$ cat src/rtl/prog_loader.sv
// Serial program loader: parses SYNC/count/payload/checksum frames from a byte
// stream and writes 18-bit instruction words into the PicoBlaze program RAM,
// holding the processor in reset until a frame loads with a good checksum.
module prog_loader #(
  parameter int unsigned ADDR_W    = 10,
  parameter logic [7:0]  SYNC_BYTE = 8'hA5,
  parameter int unsigned TIMEOUT   = 50000
) (
  input  logic              clk,
  input  logic              rst_n,
  input  logic [7:0]        rx_data,
  input  logic              rx_valid,
  output logic              rx_ready,
  output logic              wr_en,
  output logic [ADDR_W-1:0] wr_addr,
  output logic [17:0]       wr_data,
  output logic              cpu_reset,
  output logic              busy,
  output logic              done,
  output logic              error
);

  localparam int unsigned       GAP_W    = $clog2(TIMEOUT + 1);
  localparam logic [GAP_W-1:0]  GAP_LAST = GAP_W'(TIMEOUT - 1);
  localparam logic [16:0]       MAX_N    = 17'(2 ** ADDR_W);

  typedef enum logic [2:0] {
    S_IDLE, S_CNT_HI, S_CNT_LO, S_B0, S_B1, S_B2, S_WRITE, S_CHK
  } state_e;

  state_e              state_q, state_d;
  logic [15:0]         n_q, n_d;
  logic [ADDR_W-1:0]   addr_q, addr_d;
  logic [7:0]          chk_q, chk_d;
  logic [GAP_W-1:0]    gap_q, gap_d;
  logic [1:0]          b0_q, b0_d;
  logic [7:0]          b1_q, b1_d;
  logic                wr_en_q, wr_en_d;
  logic [ADDR_W-1:0]   wr_addr_q, wr_addr_d;
  logic [17:0]         wr_data_q, wr_data_d;
  logic                cpu_reset_q, cpu_reset_d;
  logic                done_q, done_d;
  logic                error_q, error_d;

  logic                accept;
  logic [15:0]         n_new;

  assign rx_ready  = (state_q != S_WRITE);
  assign busy      = (state_q != S_IDLE);
  assign accept    = rx_valid & rx_ready;
  assign n_new     = {n_q[15:8], rx_data};
  assign wr_en     = wr_en_q;
  assign wr_addr   = wr_addr_q;
  assign wr_data   = wr_data_q;
  assign cpu_reset = cpu_reset_q;
  assign done      = done_q;
  assign error     = error_q;

  // Next-state and next-output decode for the frame parser.
  always_comb begin
    // NOTE: every _d gets its hold value first so no path leaves a signal unassigned (no latches).
    state_d     = state_q;
    n_d         = n_q;
    addr_d      = addr_q;
    chk_d       = chk_q;
    gap_d       = gap_q;
    b0_d        = b0_q;
    b1_d        = b1_q;
    wr_en_d     = 1'b0;
    wr_addr_d   = wr_addr_q;
    wr_data_d   = wr_data_q;
    cpu_reset_d = cpu_reset_q;
    done_d      = done_q;
    error_d     = error_q;

    unique case (state_q)
      S_IDLE: if (accept && rx_data == SYNC_BYTE) begin
        state_d     = S_CNT_HI;
        cpu_reset_d = 1'b1;
        done_d      = 1'b0;
        error_d     = 1'b0;
        chk_d       = '0;
        addr_d      = '0;
        gap_d       = '0;
      end
      S_CNT_HI: if (accept) begin
        n_d[15:8] = rx_data;
        chk_d     = chk_q ^ rx_data;
        state_d   = S_CNT_LO;
      end
      S_CNT_LO: if (accept) begin
        n_d[7:0] = rx_data;
        chk_d    = chk_q ^ rx_data;
        if (n_new == 16'd0 || {1'b0, n_new} > MAX_N) begin
          error_d = 1'b1;
          state_d = S_IDLE;
        end else begin
          state_d = S_B0;
        end
      end
      S_B0: if (accept) begin
        b0_d    = rx_data[1:0];
        chk_d   = chk_q ^ rx_data;
        state_d = S_B1;
      end
      S_B1: if (accept) begin
        b1_d    = rx_data;
        chk_d   = chk_q ^ rx_data;
        state_d = S_B2;
      end
      S_B2: if (accept) begin
        chk_d     = chk_q ^ rx_data;
        wr_en_d   = 1'b1;
        wr_addr_d = addr_q;
        wr_data_d = {b0_q, b1_q, rx_data};
        state_d   = S_WRITE;
      end
      S_WRITE: begin
        addr_d  = addr_q + 1'b1;
        state_d = (16'(addr_q) == n_q - 16'd1) ? S_CHK : S_B0;
      end
      S_CHK: if (accept) begin
        if (rx_data == chk_q) begin
          done_d      = 1'b1;
          cpu_reset_d = 1'b0;
        end else begin
          error_d = 1'b1;
        end
        state_d = S_IDLE;
      end
      default: state_d = S_IDLE;
    endcase

    // Inter-byte gap watchdog; only fires on a cycle with no accepted byte.
    if (state_q != S_IDLE && state_q != S_WRITE) begin
      if (accept) begin
        gap_d = '0;
      end else if (gap_q == GAP_LAST) begin
        gap_d   = '0;
        error_d = 1'b1;
        state_d = S_IDLE;
      end else begin
        gap_d = gap_q + 1'b1;
      end
    end
  end

  // State and output registers.
  always_ff @(posedge clk or negedge rst_n) begin
    if (!rst_n) begin
      state_q     <= S_IDLE;
      n_q         <= '0;
      addr_q      <= '0;
      chk_q       <= '0;
      gap_q       <= '0;
      b0_q        <= '0;
      b1_q        <= '0;
      wr_en_q     <= 1'b0;
      wr_addr_q   <= '0;
      wr_data_q   <= '0;
      cpu_reset_q <= 1'b0;
      done_q      <= 1'b0;
      error_q     <= 1'b0;
    end else begin
      // NOTE: non-blocking assignments so every register samples the pre-edge values.
      state_q     <= state_d;
      n_q         <= n_d;
      addr_q      <= addr_d;
      chk_q       <= chk_d;
      gap_q       <= gap_d;
      b0_q        <= b0_d;
      b1_q        <= b1_d;
      wr_en_q     <= wr_en_d;
      wr_addr_q   <= wr_addr_d;
      wr_data_q   <= wr_data_d;
      cpu_reset_q <= cpu_reset_d;
      done_q      <= done_d;
      error_q     <= error_d;
    end
  end

endmodule

$ cat config.mk
export PLATFORM = sky130hd
export DESIGN_NAME = prog_loader
export DESIGN_NICKNAME = d
export VERILOG_FILES = /design/src/rtl/prog_loader.sv
export SDC_FILE = /design/constraint.sdc
export NUM_CORES = 1
export LEC_CHECK = 0
export CELL_PAD_IN_SITES_DETAIL_PLACEMENT = 1
export CELL_PAD_IN_SITES_GLOBAL_PLACEMENT = 1
export CORE_MARGIN = 2
export CORE_UTILIZATION = 45
export DETAILED_ROUTE_END_ITERATION = 8
export HOLD_SLACK_MARGIN = 0.12
export PLACE_DENSITY_LB_ADDON = 0.1
export SKIP_LAST_GASP = 1
export SYNTH_ARGS = -nofsm -noshare
export SYNTH_HDL_FRONTEND = slang
export SYNTH_SLANG_ARGS = --single-unit
$ cat constraint.sdc
create_clock -name clk -period 4.1 [get_ports clk]
set_input_delay 0.615 -clock clk [delete_from_list [all_inputs] [get_ports clk]]
set_output_delay 0.615 -clock clk [all_outputs]
set_load 0.03 [all_outputs]
==> results of run 1 <==
## logic make-up (layout without fill, tap and decap cells)
| logic type | after synthesis | count (layout) | synth area share [%] |
|---|---|---|---|
| and+or+nand+nor | 230 | 230 | 24.4 |
| AOI/OAI and AO/OA | 99 | 99 | 13.6 |
| DFF | 95 | 95 | 49.3 |
| buffers and inverters | 31 | 76 | 2.88 |
| muxes | 28 | 28 | 6.44 |
| xor gates and xnor gates | 14 | 14 | 2.54 |
| adders and majority gates | 3 | 3 | 0.779 |
## final timing paths
check,end,depth (start not counted)
worst max register to register,addr_q[9]$_DFFE_PN0P_,6
worst min-delay path,gap_q[14]$_DFFE_PN0P_,1
min in group clk,wr_addr[4]$_DFFE_PN0P_,2
worst max-delay path,rx_ready,4
worst min register to register,wr_addr[4]$_DFFE_PN0P_,2
max in group asynchronous,addr_q[8]$_DFFE_PN0P_,2
## routing by layer
layer,vias up,track usage (%),part of all wire [%]
li1,1871,-,-
met1,1957,30.8,46
met2,57,39.6,50
met3,17,3.09,2.2
met4,0,8.06,1.6
met5,-,0,0
## layout make-up
| class | instances | area (µm²) | share of cell area (%) |
|---|---|---|---|
| Tap cell | 136 | 170 | 3.05 |
| Inverter | 12 | 45.0 | 0.808 |
| Timing Repair Buffer | 48 | 468 | 8.39 |
| Multi-Input combinational cell | 374 | 2300 | 41.3 |
| Clock inverter | 7 | 86.3 | 1.55 |
| Sequential cell | 95 | 2380 | 42.6 |
| Clock buffer | 9 | 124 | 2.22 |
## critical path: stages, from the launching register on
cell and delay [ns]:
dfrtp_1 0.67, nand2_1 0.31, nor2_1 0.47, inv_2 0.17, clkdlybuf4s50_1 0.63
## sequential cells by signal, summed over array words and instances, names as in the netlist
name	flops
wr_data	18
gap_q	16
n_q	16
addr_q	10
wr_addr	10
b1_q	8
chk_q	8
state_q	3
b0_q	2
cpu_reset	1
done	1
error	1
wr_en	1
## power groups by stage
| stage | sequential [mW] | combinational [mW] | clock [mW] |
|---|---|---|---|
| after floorplan | 1.71 | 1.02 | 0 |
| after global placement | 1.65 | 1.56 | 0 |
| after detailed placement | 1.67 | 1.62 | 0 |
| after CTS | 1.66 | 1.64 | 0.694 |
| after global routing | 1.73 | 1.78 | 0.725 |
| final | 1.66 | 1.62 | 0.673 |
## stage by stage
stage	instance area, µm²	power [mW]	worst slack (ns)	instances	hold slack (ns)
CTS	5580	3.99	0.848	681	0.411
global placement	5370	3.20	1.05	665	0.444
detailed placement	5370	3.29	0.919	665	0.464
finish	5580	3.96	0.860	681	0.349
floorplan	4820	2.73	2.03	500	0.319
global route	5580	4.24	0.661	681	0.436
## Yosys cell counts (all sizes together), types with 2 or more instances
master and instances:
a31oi 4, and4 2, nand4 9, nor3b 2
nand3 15, a21o 5, or3 3, buf 7
a311o 2, nor4bb 4, clkbuf 12, a211oi 2
and2 2, nand2 111, nor2 20, mux2 24
nor3 8, a311oi 3, nor4b 6, ha 3
xnor2 6, mux2i 4, xor2 8, inv 12
o21ai 28, a22o 3, or2 2, o2111ai 2
and3 7, a21oi 21, nor4 6, nand2b 22
dfrtp 95, or4 10, o2bb2ai 8, o31ai 10
o22ai 2
==> metrics, run 1 <==
synthesized area per cell 9.64 µm²; RePlAce Congestion 0.856; largest net degree at the start of global routing 76; Max-slew headroom 33.3%; Max Root-Sink Buffers 2; FF-to-FF Start state_q[1]$_DFF_PN0_; worst hold path type in2async; CTS tree done; most common cell after layout, fill and taps aside nand2_1; Area growth, synth to finish 15.7%; HPWL Detailed 8.62 mm; PostCTS Resize Cnt 0; Period minus WS final 3.24 ns; synthesized area 4820 µm²; Seq/Total Area, Yosys 49.3%; clock share of power 17.0%; setup TNS 0 ns; Clock Sinks 95; Post-synth EDFFs 0; maximum vdd drop 341 µV; commonest non-fill, non-tap cells in the layout nand2_1 (111), dfrtp_1 (95), clkdlybuf4s50_1 (43); Final Cycle Share 79.0%; layout cells sized above 1 10.6%; standard-cell rows 37; Fill cells 1197; GRT Residual Overflow 0; critical path arrival 2.63 ns; initial antenna violation count 0; worst endpoint required time 3.48 ns; Sw Ratio 42.8%; Psw 1.69 mW; worst-margin pin slew 1.00 ns; first-pass GRT wire length 21.3 mm; status completed; CP Capture Type output pin; Max Freq 0.309 GHz; drt drc 0; Max FO, Critical Path 15; number of global-route vias before repair 4167; R2R Setup Slk 1.73 ns; Most used DFF post-synth dfrtp_1; final-report setup violation count 0; Seq pwr share 42.0%; Final Hold Vio Count 0; Die Wd 108 µm; fin util 53.8%; ys async rst share 100%; share of the synthesized area in the top cell type 49.3%; Worst Setup Path Type reg2out; IO Pins 45; setup bufs post-CTS 0; top area cells in the synthesized netlist dfrtp_1 (49%), nand2_1 (8.6%), mux2_2 (5.6%), nand2b_1 (2.9%), o21ai_0 (2.7%); Yosys top cell by area dfrtp_1; die footprint 11600 µm²; Initial Utilization 46.5%; # hold bufs at CTS 0; Syn Inst Count 500; routed wire length 12.3 mm; gr usage total 23.4%; Internal Power 2.26 mW; port bufs 44; root buf cell clkbuf_8; CTS H-Tree Depth 3; Max Cap Viol 0; RSZ-0062 raised after global routing false; die height 108 µm; register bit total from synthesis 95; wire length per cell 18.1 µm; via count 3902; crit path from state_q[1]$_DFF_PN0_; DR iter-0 viols 187; core area 10400 µm²; Num CTS Buffers 9; Synth Warn # 0; layout net count 554; Avg Vias per Cell 5.73; Syn Nets 514; 1st-pass router iterations 4; worst clock skew 0.00645 ns; Netlist cell types 59; ANT cells 0; type of origin of the critical path flop; CTS clock-pin slew for the worst setup and hold paths 0.11 ns; Comb power frac 41.0%; DRT antenna net count 0; Clock Latency Late Sink 0.38 ns; Leak Pwr 2.41 nW; Pwr Density 709 nW/µm²; Slew Viols, Final 0
Power figures use the tool's default switching activity.
==> run 2, diff against run 1 <==
--- a/config.mk
+++ b/config.mk
@@ -8,7 +8,7 @@
 export CELL_PAD_IN_SITES_DETAIL_PLACEMENT = 1
 export CELL_PAD_IN_SITES_GLOBAL_PLACEMENT = 1
 export CORE_MARGIN = 2
-export CORE_UTILIZATION = 45
+export CORE_UTILIZATION = 40
 export DETAILED_ROUTE_END_ITERATION = 8
 export HOLD_SLACK_MARGIN = 0.12
 export PLACE_DENSITY_LB_ADDON = 0.1
==> constraint.sdc (replaced) <==
create_clock -name clk -period 2.65 [get_ports clk]
set_input_delay 0.3975 -clock clk [delete_from_list [all_inputs] [get_ports clk]]
set_output_delay 0.3975 -clock clk [all_outputs]
set_load 0.03 [all_outputs]
==> run 2 against run 1 <==
Compared with the run above: largest cell class unchanged; highest routed layer unchanged; worst setup slack lost 0.63 ns; via count up 2.2%; critical path depth unchanged; register-to-register slack lost 1.3 ns.
==> metrics, run 2 (synthesis results as in run 1) <==
status completed; worst-margin pin slew 0.651 ns (-0.349 ns); via count 3986 (+2.2%); Max Freq 0.413 GHz; initial antenna violation count 0 (unchanged); worst hold path type reg2reg; critical path arrival 2.03 ns (-0.60 ns); layout cells sized above 1 14.8% (+4.2 points); commonest non-fill, non-tap cells in the layout nand2_1 (111), dfrtp_1 (94), clkdlybuf4s50_1 (43); most common cell after layout, fill and taps aside nand2_1; IO Pins 45 (unchanged); type of origin of the critical path flop; final-report setup violation count 0 (unchanged); Clock Sinks 95 (unchanged); Worst Setup Path Type reg2out; wire length per cell 17.9 µm (-1.4%); first-pass GRT wire length 22.2 mm (+4.3%); Area growth, synth to finish 22.3%; Max Cap Viol 0 (unchanged); hold path start b1_q[3]$_DFFE_PN0P_; crit path from state_q[2]$_DFF_PN0_; worst clock skew 0.00432 ns (-0.00213 ns); Max-slew headroom 56.2% (+23 points); Non-Filler Instances 720 (+5.7%); Final Hold Vio Count 0 (unchanged); number of global-route vias before repair 4368 (+4.8%); R2R Setup Slk 0.44 ns (-1.29 ns); Fill cells 1372 (+15%); RePlAce Congestion 0.775 (-9.5%); die height 114 µm (+5.8%); R2R depth 5 (-1); Avg Vias per Cell 5.54 (-3.4%); routed wire length 12.9 mm (+4.3%); Cell Chain, Critical Path nand2_1 -> nor2_1 -> inv_2 -> clkdlybuf4s50_1; hold path depth 2; cell area after placement 5610 µm² (+4.5%); Max Root-Sink Buffers 2 (unchanged); ANT cells 0 (unchanged); Final Power 6.46 mW (+63%); HPWL Detailed 9.05 mm (+4.9%); slowest CP cell dfrtp_1; final instance area 5890 µm² (+5.7%); max incr delay on CP 0.63 ns (-0.04 ns); drt drc 0 (unchanged); setup TNS 0 ns (unchanged); worst endpoint required time 2.25 ns (-1.23 ns); root buf cell clkbuf_16; Slew Viols, Final 0 (unchanged); r2r endpoint state_q[2]$_DFF_PN0_; CTS clock-pin slew for the worst setup and hold paths 0.07 ns (-0.04 ns); Initial Utilization 40.5% (-6.0 points); FF-to-FF Start state_q[2]$_DFF_PN0_; Max FO, Critical Path 14 (-1); DR iter-0 viols 123 (-34%); DRT antenna net count 0 (unchanged); layout net count 582 (+5.1%); GRT Residual Overflow 0 (unchanged); largest net degree at the start of global routing 60 (-21%); fin util 49.5% (-4.3 points); Leak Pwr 2.57 nW (+6.7%); Pwr Density 1100 nW/µm² (+54%); register area 2380 µm² (about the same); Num CTS Buffers 9 (unchanged); 1st-pass router iterations 4 (unchanged); setup bufs post-CTS 0 (unchanged); CTS tree done; standard-cell rows 40 (+8.1%); Period minus WS final 2.42 ns; Hold Slack 0.467 ns (+0.118 ns); Cells after DPL 703 (+5.7%); RSZ-0062 raised after global routing false; Hold Crit Endpoint wr_data[11]$_DFFE_PN0P_; core area 11900 µm² (+15%); CP Capture Type output pin; dpl ws 0.00610 ns (-0.913 ns); port bufs 44 (unchanged); die footprint 12900 µm² (+12%); maximum vdd drop 499 µV (+47%); Final Cycle Share 91.4%; gr usage total 21.8% (-1.6 points); Die Wd 114 µm (+5.8%); area of the multi-input gates 2300 µm² (unchanged); max reg flops 18 (unchanged); Clock Latency Late Sink 0.35 ns (-0.03 ns); Final WS setup 0.227 ns (-0.633 ns); CTS H-Tree Depth 3 (unchanged)
==> run 2: area by class of cell <==
cell class | count | area share, %
clock buffers | 10 | 3.88
clock inverters | 6 | 0.807
inverters | 12 | 0.764
multi-input cells | 374 | 39.1
flip-flops and latches | 95 | 40.4
well taps | 147 | 3.12
repair buffers | 76 | 12.0
==> run 2: critical path: cells and delay by family, from the launching register on <==
kind | cells | cell delay [ns]
simple gates | 2 | 0.33
flops | 1 | 0.63
buf+inv | 2 | 0.71
==> run 2: how the worst max path moves through the flow <==
| stage | endpoint | slack, ns |
|---|---|---|
| 3_3_place_gp | gap_q[10]$_DFFE_PN0P_ | 0.05 |
| 5_1_grt | rx_ready | 0.07 |
| 4_1_cts | rx_ready | 0.15 |
| 2_1_floorplan | state_q[2]$_DFF_PN0_ | 0.78 |
| 3_5_place_dp | state_q[1]$_DFF_PN0_ | 0.006 |
| 6_report | rx_ready | 0.23 |
==> run 2: metal layers <==
layer / routed length [µm] / GRT usage, % / up-vias
met5: 0 / 0 / -
met4: 341 / 9.92 / 0
li1: - / - / 1920
met3: 338 / 3.29 / 22
met2: 6140 / 35.2 / 56
met1: 6050 / 29.1 / 1988
==> run 2: repair_timing <==
item                                    4_1_cts  5_1_grt
gates resized for setup                       0        1
endpoints found under the setup margin        0        1
hold buffers                                  1        0
hold endpoints to repair                     36        0
==> run 2: power by group <==
part           switching (mW)  internal (mW)
logic                    1.46           1.22
clock network           0.573          0.639
registers               0.605           1.96
==> run 3, diff against run 2 <==
--- a/config.mk
+++ b/config.mk
@@ -9,6 +9,7 @@
 export CELL_PAD_IN_SITES_GLOBAL_PLACEMENT = 1
 export CORE_MARGIN = 2
 export CORE_UTILIZATION = 40
+export CTS_CLUSTER_DIAMETER = 30
 export DETAILED_ROUTE_END_ITERATION = 8
 export HOLD_SLACK_MARGIN = 0.12
 export PLACE_DENSITY_LB_ADDON = 0.1
==> results of run 3 <==
The final DEF is identical to that of run 2; final timing and power are the same.
